==> config.mk <==
export PLATFORM = sky130hd
export DESIGN_NAME = latency_endpoint_fifo
export DESIGN_NICKNAME = d
export VERILOG_FILES = /design/src/rtl/latency_endpoint_fifo.sv
export SDC_FILE = /design/constraint.sdc
export NUM_CORES = 1
export LEC_CHECK = 0
export CAP_MARGIN = 25
export CORE_AREA = 2 2 110 112
export CTS_CLUSTER_SIZE = 25
export DETAILED_ROUTE_END_ITERATION = 10
export DIE_AREA = 0 0 112 114
export HOLD_SLACK_MARGIN = 0.03
export PLACE_DENSITY = 0.77
export SYNTH_ARGS = -nofsm -noshare
export SYNTH_HDL_FRONTEND = slang
export SYNTH_SLANG_ARGS = --single-unit
==> constraint.sdc <==
create_clock -name clk -period 4.6 [get_ports clk]
set_input_delay 0.92 -clock clk [delete_from_list [all_inputs] [get_ports clk]]
set_output_delay 0.92 -clock clk [all_outputs]
set_load 0.01 [all_outputs]
==> src/rtl/latency_endpoint_fifo.sv <==
// latency_endpoint_fifo
//   Receiving endpoint of the valid/ready/latency switch protocol. Buffers
//   upstream words in a DEPTH-entry FIFO toward the matching engine and
//   reports a saturating latency estimate (BASE_LATENCY + occupancy) upstream.
//   Optional macro LATENCY_ENDPOINT_STALL_PENALTY_EN adds a saturating
//   stall counter to the estimate so a back-pressuring engine looks slower.
module latency_endpoint_fifo #(
    parameter int DWIDTH              = 16,
    parameter int LATENCY_COUNT_WIDTH = 5,
    parameter int DEPTH               = 8,
    parameter int BASE_LATENCY        = 1
) (
    input  logic                           clk,
    input  logic                           rst,
    input  logic                           in_valid,
    input  logic [DWIDTH-1:0]              in_data,
    output logic                           in_ready,
    output logic [LATENCY_COUNT_WIDTH-1:0] in_latency,
    output logic                           out_valid,
    output logic [DWIDTH-1:0]              out_data,
    input  logic                           out_ready
);

    localparam int PTR_W = (DEPTH > 1) ? $clog2(DEPTH) : 1;
    localparam int CNT_W = $clog2(DEPTH + 1);
    localparam int SUM_W = LATENCY_COUNT_WIDTH + 2;

    localparam logic [SUM_W-1:0] LAT_MAX  = SUM_W'((1 << LATENCY_COUNT_WIDTH) - 1);
    localparam logic [SUM_W-1:0] BASE_EXT = SUM_W'(BASE_LATENCY);
    localparam logic [CNT_W-1:0] FULL_CNT = CNT_W'(DEPTH);

    logic [DWIDTH-1:0] mem_q [DEPTH];

    logic [PTR_W-1:0] wr_ptr_q, wr_ptr_d;
    logic [PTR_W-1:0] rd_ptr_q, rd_ptr_d;
    logic [CNT_W-1:0] count_q,  count_d;

    logic             push;
    logic             pop;
    logic [SUM_W-1:0] stall_ext;
    logic [SUM_W-1:0] lat_sum;

    // Handshake outputs are gated by rst and otherwise depend on registered state only
    assign in_ready  = !rst && (count_q != FULL_CNT);
    assign out_valid = !rst && (count_q != '0);
    assign out_data  = mem_q[rd_ptr_q];

    assign push = in_valid && in_ready;
    assign pop  = out_valid && out_ready;

    // Next-state for pointers and occupancy
    always_comb begin
        wr_ptr_d = wr_ptr_q;
        rd_ptr_d = rd_ptr_q;
        count_d  = count_q;
        if (push) begin
            wr_ptr_d = wr_ptr_q + PTR_W'(1);
        end
        if (pop) begin
            rd_ptr_d = rd_ptr_q + PTR_W'(1);
        end
        case ({push, pop})
            2'b10:   count_d = count_q + CNT_W'(1);
            2'b01:   count_d = count_q - CNT_W'(1);
            default: count_d = count_q;
        endcase
    end

    // Pointer and occupancy registers with synchronous reset
    always_ff @(posedge clk) begin
        if (rst) begin
            wr_ptr_q <= '0;
            rd_ptr_q <= '0;
            count_q  <= '0;
        end else begin
            wr_ptr_q <= wr_ptr_d;
            rd_ptr_q <= rd_ptr_d;
            count_q  <= count_d;
        end
    end

    // Storage array; contents are intentionally not reset
    always_ff @(posedge clk) begin
        if (push) begin
            mem_q[wr_ptr_q] <= in_data;
        end
    end

`ifdef LATENCY_ENDPOINT_STALL_PENALTY_EN
    logic [LATENCY_COUNT_WIDTH-1:0] stall_cnt_q, stall_cnt_d;

    // Stall counter: clears on pop or when empty, else counts refused heads and saturates
    always_comb begin
        stall_cnt_d = stall_cnt_q;
        if (pop || (count_q == '0)) begin
            stall_cnt_d = '0;
        end else if (out_valid && !out_ready && (stall_cnt_q != '1)) begin
            stall_cnt_d = stall_cnt_q + LATENCY_COUNT_WIDTH'(1);
        end
    end

    // Stall counter register
    always_ff @(posedge clk) begin
        if (rst) begin
            stall_cnt_q <= '0;
        end else begin
            stall_cnt_q <= stall_cnt_d;
        end
    end

    assign stall_ext = SUM_W'(stall_cnt_q);
`else
    assign stall_ext = '0;
`endif

    // Latency estimate: widened sum clamped to the field maximum, all ones during reset
    always_comb begin
        lat_sum = BASE_EXT + SUM_W'(count_q) + stall_ext;
        if (rst || (lat_sum > LAT_MAX)) begin
            in_latency = '1;
        end else begin
            in_latency = lat_sum[LATENCY_COUNT_WIDTH-1:0];
        end
    end

endmodule

==> results of run 1 <==
-- placed cells by master (no fill, tap or decap), types with 2 or more instances in the layout --
cell,instances
mux4_1,28
nor2b_1,3
dfxtp_1,13
bufinv_16,3
mux2_2,17
clkbuf_1,4
nor3b_1,2
nor2_1,12
nand3_1,3
inv_1,4
nor3_2,4
clkdlybuf4s50_1,42
nand3b_1,2
nand2_1,3
mux4_2,4
xor2_1,6
o21ai_0,4
nand2b_1,6
clkinv_1,7
edfxtp_1,128
a21oi_1,3
xnor2_1,3
buf_4,14
clkbuf_16,17
ha_1,7
-- cells by family (layout without fill, tap and decap cells) --
| logic type | count (synthesis) | in the layout | share of synthesized area |
|---|---|---|---|
| compound gates | 10 | 10 | 0.0106 |
| xor+xnor | 9 | 9 | 0.0139 |
| fa+ha+maj | 7 | 7 | 0.0155 |
| buf+inv | 16 | 92 | 0.0168 |
| flops | 141 | 141 | 0.724 |
| mux | 50 | 50 | 0.181 |
| simple gates | 40 | 40 | 0.0380 |
-- routing by layer --
layer  part of all wire  vias to the layer above  global-route usage
met5                  0                        -                   0
met4              0.016                        0              0.0618
met3              0.047                       18              0.0553
met2               0.50                       67               0.280
met1               0.43                     1385               0.210
li1                   -                     1257                   -
-- final cells by class --
cell class | instances | area [sq um]
fill | 866 | 4820
sequential | 141 | 4100
multi-input combinational | 116 | 1500
timing repair buffer | 56 | 526
clock buffer | 21 | 440
tap | 147 | 184
clock inverter | 11 | 124
inverter | 4 | 15.0
-- cells in the mapped netlist --
cell type	instances
a21o_1	1
a21oi_1	3
a31o_2	1
a41oi_1	1
and3b_1	1
buf_1	3
buf_4	1
buf_6	4
clkbuf_1	3
clkbuf_2	1
dfxtp_1	13
edfxtp_1	128
ha_1	7
inv_1	4
mux2_2	17
mux2i_1	1
mux4_1	28
mux4_2	4
nand2_1	3
nand2b_1	6
nand3_1	3
nand3b_1	2
nor2_1	12
nor2b_1	3
nor3_1	4
nor3b_1	2
nor4_1	1
nor4bb_1	1
o21ai_0	4
or2_2	1
or3_1	1
xnor2_1	3
xor2_1	6
-- final timing paths --
kind               start          end
min reg2reg  rd_ptr_q[2]         flop
max reg2reg   count_q[0]   count_q[2]
min          rd_ptr_q[2]         flop
max                 flop  out_data[7]
-- worst max-delay path: cells and delay by family (launching register included) --
| kind | cells | cell delay [ns] |
|---|---|---|
| mux | 2 | 0.95 |
| buf+inv | 2 | 0.94 |
| flops | 1 | 0.30 |
-- registers in the layout, indices dropped and copies added, names as in the netlist, named ones only --
signal,flops
mem_q,128
rd_ptr_q,3
wr_ptr_q,3
count_q,4
-- per-stage QoR --
| stage | setup WS (ns) | instances | cell area (sq um) | util |
|---|---|---|---|---|
| after global routing | 0.967 | 496 | 6890 | 0.588 |
| after CTS | 1.02 | 496 | 6890 | 0.588 |
| after floorplan | 1.27 | 273 | 5670 | - |
| after detailed placement | 1.05 | 464 | 6320 | 0.540 |
| final | 1.07 | 496 | 6890 | 0.588 |
| after global placement | 1.16 | 464 | 6320 | 0.540 |
-- power by group through the flow --
stage	Clock (mW)	Combinational, mW	Sequential [mW]
floorplan	0	0.131	1.46
global placement	0	0.218	1.46
global route	1.38	0.242	1.44
detailed placement	0	0.224	1.46
CTS	1.32	0.227	1.43
finish	1.30	0.222	1.43
==> impl_metrics.xml, run 1 <==
<?xml version="1.0" encoding="UTF-8"?>
<metrics>
  <group name="hold_path">
    <metric name="timing.hold.worst_path_depth" unit="">2</metric>
    <metric name="worst_hold_path_type" unit="">reg2reg</metric>
  </group>
  <group name="worst_setup_path">
    <metric name="critPathCaptureType" unit="">output port</metric>
    <metric name="crit_chain" unit="">buf_4 -&gt; mux4_1 -&gt; mux2_2 -&gt; clkdlybuf4s50_1</metric>
    <metric name="critPathSlowestCell" unit="">mux4_1</metric>
    <metric name="arrival" unit="ns">2.61</metric>
    <metric name="startpoint_class_of_the_critical_path" unit="">flop</metric>
    <metric name="regToRegSetupSlack" unit="ns">1.72</metric>
    <metric name="ff2ff_path_depth" unit="">11</metric>
    <metric name="worst-endpoint-required" unit="ns">3.68</metric>
    <metric name="ws_path_type" unit="">reg2out</metric>
    <metric name="cpPeakStageDelay" unit="ns">0.66</metric>
    <metric name="crit_fanout" unit="">32</metric>
  </group>
  <group name="sta">
    <metric name="finalCritPeriodShare" unit="">0.766</metric>
    <metric name="fin_worst_skew" unit="ns">0.00423</metric>
    <metric name="max_slew_margin" unit="">0.371</metric>
    <metric name="hold_violations" unit="">0</metric>
    <metric name="grt_setup_unrepaired" unit="">no</metric>
    <metric name="fin_worst_hold_slack" unit="ns">0.535</metric>
    <metric name="timing_worst_slew_pin_value" unit="ns">0.943</metric>
    <metric name="slew_viol_final" unit="">0</metric>
    <metric name="fin_crit" unit="ns">3.53</metric>
    <metric name="setup_violations" unit="">0</metric>
    <metric name="fmax" unit="MHz">284</metric>
    <metric name="totalNegativeSetupSlack" unit="ns">0</metric>
  </group>
  <group name="finish">
    <metric name="final_layout_size_suffix_gt1_frac" unit="">0.181</metric>
    <metric name="antennaDiodeCount" unit="">0</metric>
    <metric name="area.growth.synth_to_final" unit="%">21.5</metric>
    <metric name="nets" unit="">363</metric>
  </group>
  <group name="power">
    <metric name="power" unit="mW">2.96</metric>
    <metric name="pwr-share-comb" unit="">0.075</metric>
    <metric name="power.clock.fraction" unit="">0.440</metric>
    <metric name="switching_power" unit="uW">579</metric>
    <metric name="netSwitchingFraction" unit="">0.195</metric>
    <metric name="worst_ir_drop_vdd" unit="uV">220</metric>
    <metric name="leakage_power" unit="nW">2.28</metric>
    <metric name="pwr-share-seq" unit="">0.485</metric>
    <metric name="power_per_cell_area" unit="nW/um^2">430</metric>
    <metric name="internal-power" unit="mW">2.38</metric>
  </group>
  <group name="cts">
    <metric name="cts_hold_repair.buffers" unit="">0</metric>
    <metric name="cts_root_buffer" unit="">clkbuf_16</metric>
    <metric name="tritoncts" unit="">done</metric>
    <metric name="clk_latency" unit="ns">0.41</metric>
    <metric name="cts_max_level" unit="">4</metric>
    <metric name="cts.path.max_buffers" unit="">2</metric>
    <metric name="cts_post_setup_buffers_inserted" unit="">0</metric>
    <metric name="clkSlewWorstSetupHoldPaths" unit="ns">0.05</metric>
    <metric name="cts_buffers" unit="">17</metric>
    <metric name="cts-resized-gates" unit="">0</metric>
    <metric name="cts_num_sinks" unit="">141</metric>
  </group>
  <group name="run">
    <metric name="cap_violations" unit="">0</metric>
  </group>
  <group name="die">
    <metric name="die_x" unit="microns">112</metric>
    <metric name="ios" unit="">43</metric>
    <metric name="placeable_core_area" unit="sq um">11700</metric>
    <metric name="initial_core_util" unit="">0.484</metric>
    <metric name="die-height" unit="microns">114</metric>
    <metric name="core.rowCount" unit="">40</metric>
    <metric name="floorplan.die_area" unit="sq um">12800</metric>
  </group>
  <group name="drt">
    <metric name="drc_errors" unit="">0</metric>
    <metric name="drt_wl_total" unit="microns">10000</metric>
    <metric name="drt-pass1-iter-count" unit="">4</metric>
    <metric name="vias" unit="">2727</metric>
    <metric name="post_drt_via_cell_ratio" unit="">5.50</metric>
    <metric name="wire_per_inst" unit="microns">20.2</metric>
    <metric name="ant_nets" unit="">0</metric>
    <metric name="initialDrtViolationCount" unit="">180</metric>
  </group>
  <group name="synth">
    <metric name="synth_largest_area_cell" unit="">edfxtp_1</metric>
    <metric name="total_number_of_yosys_warnings" unit="">0</metric>
    <metric name="ys_seq_elements" unit="">141</metric>
    <metric name="synth_fp_nets" unit="">300</metric>
    <metric name="syn_area_per_cell" unit="sq um">20.8</metric>
    <metric name="synth_top_cells_by_area" unit="">edfxtp_1, mux4_1, dfxtp_1</metric>
    <metric name="post_synth_instance_area" unit="sq um">5670</metric>
    <metric name="ys_types" unit="">33</metric>
    <metric name="yosys.area.top_type_share" unit="">0.678</metric>
    <metric name="seq_area_frac_synth" unit="">0.724</metric>
    <metric name="post_synth_inst_count" unit="">273</metric>
  </group>
  <group name="global_routing">
    <metric name="antenna_found_initial" unit="">0</metric>
    <metric name="grt_start_max_net_pins" unit="">33</metric>
    <metric name="globalRoute.totalOverflow" unit="">0</metric>
    <metric name="gr-usage-all-layers" unit="">0.169</metric>
    <metric name="first_global_vias" unit="">2918</metric>
    <metric name="grt_pass1_wl" unit="microns">15700</metric>
  </group>
  <group name="place">
    <metric name="detailedPlacementHpwl" unit="microns">5670</metric>
    <metric name="weighted_congestion_reported_at_the_end_of_routability_driven_placement" unit="">0.717</metric>
    <metric name="portBuffers" unit="">42</metric>
  </group>
  <group name="outcome">
    <metric name="run_status" unit="">finished, final reports clean</metric>
  </group>
</metrics>
Power figures use the tool's default switching activity.
==> run 2: changes to the inputs <==
Clock period 4.6 ns to 3.5 ns, I/O delays scaled along.
==> impl_metrics.xml, run 2 (synthesized netlist as in run 1, its figures left out) <==
<?xml version="1.0" encoding="UTF-8"?>
<metrics>
  <group name="drt">
    <metric name="drt-pass1-iter-count" unit="">4</metric>
    <metric name="highest_layer" unit="">met4</metric>
    <metric name="initialDrtViolationCount" unit="">219</metric>
    <metric name="drt_wl_total" unit="microns">9910</metric>
    <metric name="wire_per_inst" unit="microns">19.9</metric>
    <metric name="dr_wl_met2" unit="microns">5100</metric>
    <metric name="drc_errors" unit="">0</metric>
    <metric name="ant_nets" unit="">0</metric>
    <metric name="wl_met1" unit="microns">4140</metric>
    <metric name="vias" unit="">2746</metric>
    <metric name="routed-wl-met3" unit="microns">542</metric>
    <metric name="post_drt_via_cell_ratio" unit="">5.53</metric>
  </group>
  <group name="worst_setup_path">
    <metric name="cp_num_buf_inv" unit="">2</metric>
    <metric name="ff2ff_path_depth" unit="">12</metric>
    <metric name="critPathCaptureType" unit="">output port</metric>
    <metric name="arrival" unit="ns">2.58</metric>
    <metric name="r2r-start" unit="">count_q[0]</metric>
    <metric name="worst-endpoint-required" unit="ns">2.80</metric>
    <metric name="critPathSlowestCell" unit="">mux4_1</metric>
    <metric name="startpoint_class_of_the_critical_path" unit="">flop</metric>
    <metric name="cpPeakStageDelay" unit="ns">0.60</metric>
    <metric name="crit_fanout" unit="">28</metric>
    <metric name="worstReg2RegEnd" unit="">count_q[2]</metric>
    <metric name="ws_path_type" unit="">reg2out</metric>
    <metric name="regToRegSetupSlack" unit="ns">0.87</metric>
    <metric name="crit_family" unit="">multiplexers</metric>
    <metric name="crit_chain" unit="">buf_12 -&gt; mux4_1 -&gt; mux2_2 -&gt; clkdlybuf4s50_1</metric>
  </group>
  <group name="die">
    <metric name="core.rowCount" unit="">40</metric>
    <metric name="initial_core_util" unit="">0.484</metric>
    <metric name="placeable_core_area" unit="sq um">11700</metric>
    <metric name="floorplan.die_area" unit="sq um">12800</metric>
    <metric name="die_x" unit="microns">112</metric>
    <metric name="ios" unit="">43</metric>
    <metric name="die-height" unit="microns">114</metric>
  </group>
  <group name="power">
    <metric name="power_per_cell_area" unit="nW/um^2">556</metric>
    <metric name="worst_ir_drop_vdd" unit="uV">309</metric>
    <metric name="leakage_power" unit="nW">2.29</metric>
  </group>
  <group name="hold_path">
    <metric name="worstHoldStart" unit="">rd_ptr_q[2]</metric>
    <metric name="timing.hold.worst_path_depth" unit="">2</metric>
    <metric name="worst_hold_path_type" unit="">reg2reg</metric>
  </group>
  <group name="global_routing">
    <metric name="first_global_vias" unit="">2903</metric>
    <metric name="gr-usage-all-layers" unit="">0.165</metric>
    <metric name="grt_pass1_wl" unit="microns">15500</metric>
    <metric name="globalRoute.totalOverflow" unit="">0</metric>
    <metric name="antenna_found_initial" unit="">0</metric>
    <metric name="grt_start_max_net_pins" unit="">33</metric>
  </group>
  <group name="sta">
    <metric name="final_critical_path_setup_slack" unit="ns">0.223</metric>
    <metric name="finalCritPeriodShare" unit="">0.936</metric>
    <metric name="max_slew_margin" unit="">0.707</metric>
    <metric name="hold_violations" unit="">0</metric>
    <metric name="fin_crit" unit="ns">3.28</metric>
    <metric name="setup_violations" unit="">0</metric>
    <metric name="grt_setup_unrepaired" unit="">no</metric>
    <metric name="totalNegativeSetupSlack" unit="ns">0</metric>
    <metric name="fin_worst_skew" unit="ns">0.00920</metric>
    <metric name="slew_viol_final" unit="">0</metric>
    <metric name="fmax" unit="MHz">305</metric>
    <metric name="timing_worst_slew_pin_value" unit="ns">0.440</metric>
  </group>
  <group name="cts">
    <metric name="cts_hold_repair.buffers" unit="">0</metric>
    <metric name="cts_buffers" unit="">17</metric>
    <metric name="cts-resized-gates" unit="">0</metric>
    <metric name="cts_root_buffer" unit="">clkbuf_16</metric>
    <metric name="clk_latency" unit="ns">0.42</metric>
    <metric name="clkSlewWorstSetupHoldPaths" unit="ns">0.06</metric>
    <metric name="cts_num_sinks" unit="">141</metric>
    <metric name="cts.path.max_buffers" unit="">2</metric>
    <metric name="tritoncts" unit="">done</metric>
    <metric name="cts_post_setup_buffers_inserted" unit="">0</metric>
    <metric name="cts_max_level" unit="">4</metric>
  </group>
  <group name="place">
    <metric name="dp_slack" unit="ns">0.427</metric>
    <metric name="detailedPlacementHpwl" unit="microns">5410</metric>
    <metric name="portBuffers" unit="">42</metric>
    <metric name="weighted_congestion_reported_at_the_end_of_routability_driven_placement" unit="">0.774</metric>
  </group>
  <group name="finish">
    <metric name="fin_util" unit="">0.589</metric>
    <metric name="reg.largest.list" unit="">mem_q (128), count_q (4)</metric>
    <metric name="nets" unit="">364</metric>
    <metric name="most-common-layout-cells" unit="">edfxtp_1, clkdlybuf4s50_1, mux4_1, mux2_2, clkbuf_16</metric>
    <metric name="largest-register" unit="">mem_q</metric>
    <metric name="area.growth.synth_to_final" unit="%">21.7</metric>
    <metric name="final_common_cell" unit="">edfxtp_1</metric>
    <metric name="antennaDiodeCount" unit="">0</metric>
    <metric name="final_layout_size_suffix_gt1_frac" unit="">0.211</metric>
    <metric name="largest_register_ff_count" unit="">128</metric>
  </group>
  <group name="run">
    <metric name="cap_violations" unit="">0</metric>
  </group>
  <group name="outcome">
    <metric name="run_status" unit="">finished, final reports clean</metric>
  </group>
</metrics>
-- run 2: worst min-delay path, cell delays in order, from the launching register on --
cell and delay [ns]:
dfxtp_1 0.33, xnor2_1 0.12, nor2_1 0.05
-- run 2: metal layers --
| layer | vias to the layer above | track usage |
|---|---|---|
| li1 | 1257 | - |
| met1 | 1399 | 0.206 |
| met2 | 77 | 0.278 |
| met3 | 13 | 0.0531 |
| met4 | 0 | 0.0561 |
| met5 | - | 0 |
-- run 2: power by group --
part	switching (mW)	internal (mW)
registers	0.0216	1.87
clock network	0.723	0.933
logic	0.128	0.165
total	0.872	2.96
-- run 2: worst max-delay path by stage --
stage | endpoint | slack [ns] | cells after the start
detailed placement | count_q[2] | 0.43 | 10
global placement | count_q[2] | 0.52 | 10
global route | out_data[0] | 0.15 | 4
finish | out_data[7] | 0.22 | 4
CTS | out_data[7] | 0.19 | 4
floorplan | mem_q[0][0] | 0.39 | 3
-- run 2: area by class of cell --
type	instances	area [sq um]
inverters	4	15.0
fillers	853	4810
flip-flops and latches	141	4100
well taps	147	184
clock inverters	14	125
repair buffers	57	546
multi-input cells	116	1500
clock buffers	18	429
-- run 2: through the flow --
step | hold slack (ns) | total power, mW | cell area [sq um] | std cells
6_report | 0.538 | 3.84 | 6900 | 497
3_5_place_dp | 0.516 | 2.22 | 6340 | 465
3_3_place_gp | 0.514 | 2.21 | 6340 | 465
2_1_floorplan | 0.476 | 2.09 | 5670 | 273
4_1_cts | 0.535 | 3.88 | 6900 | 497
5_1_grt | 0.545 | 3.97 | 6900 | 497
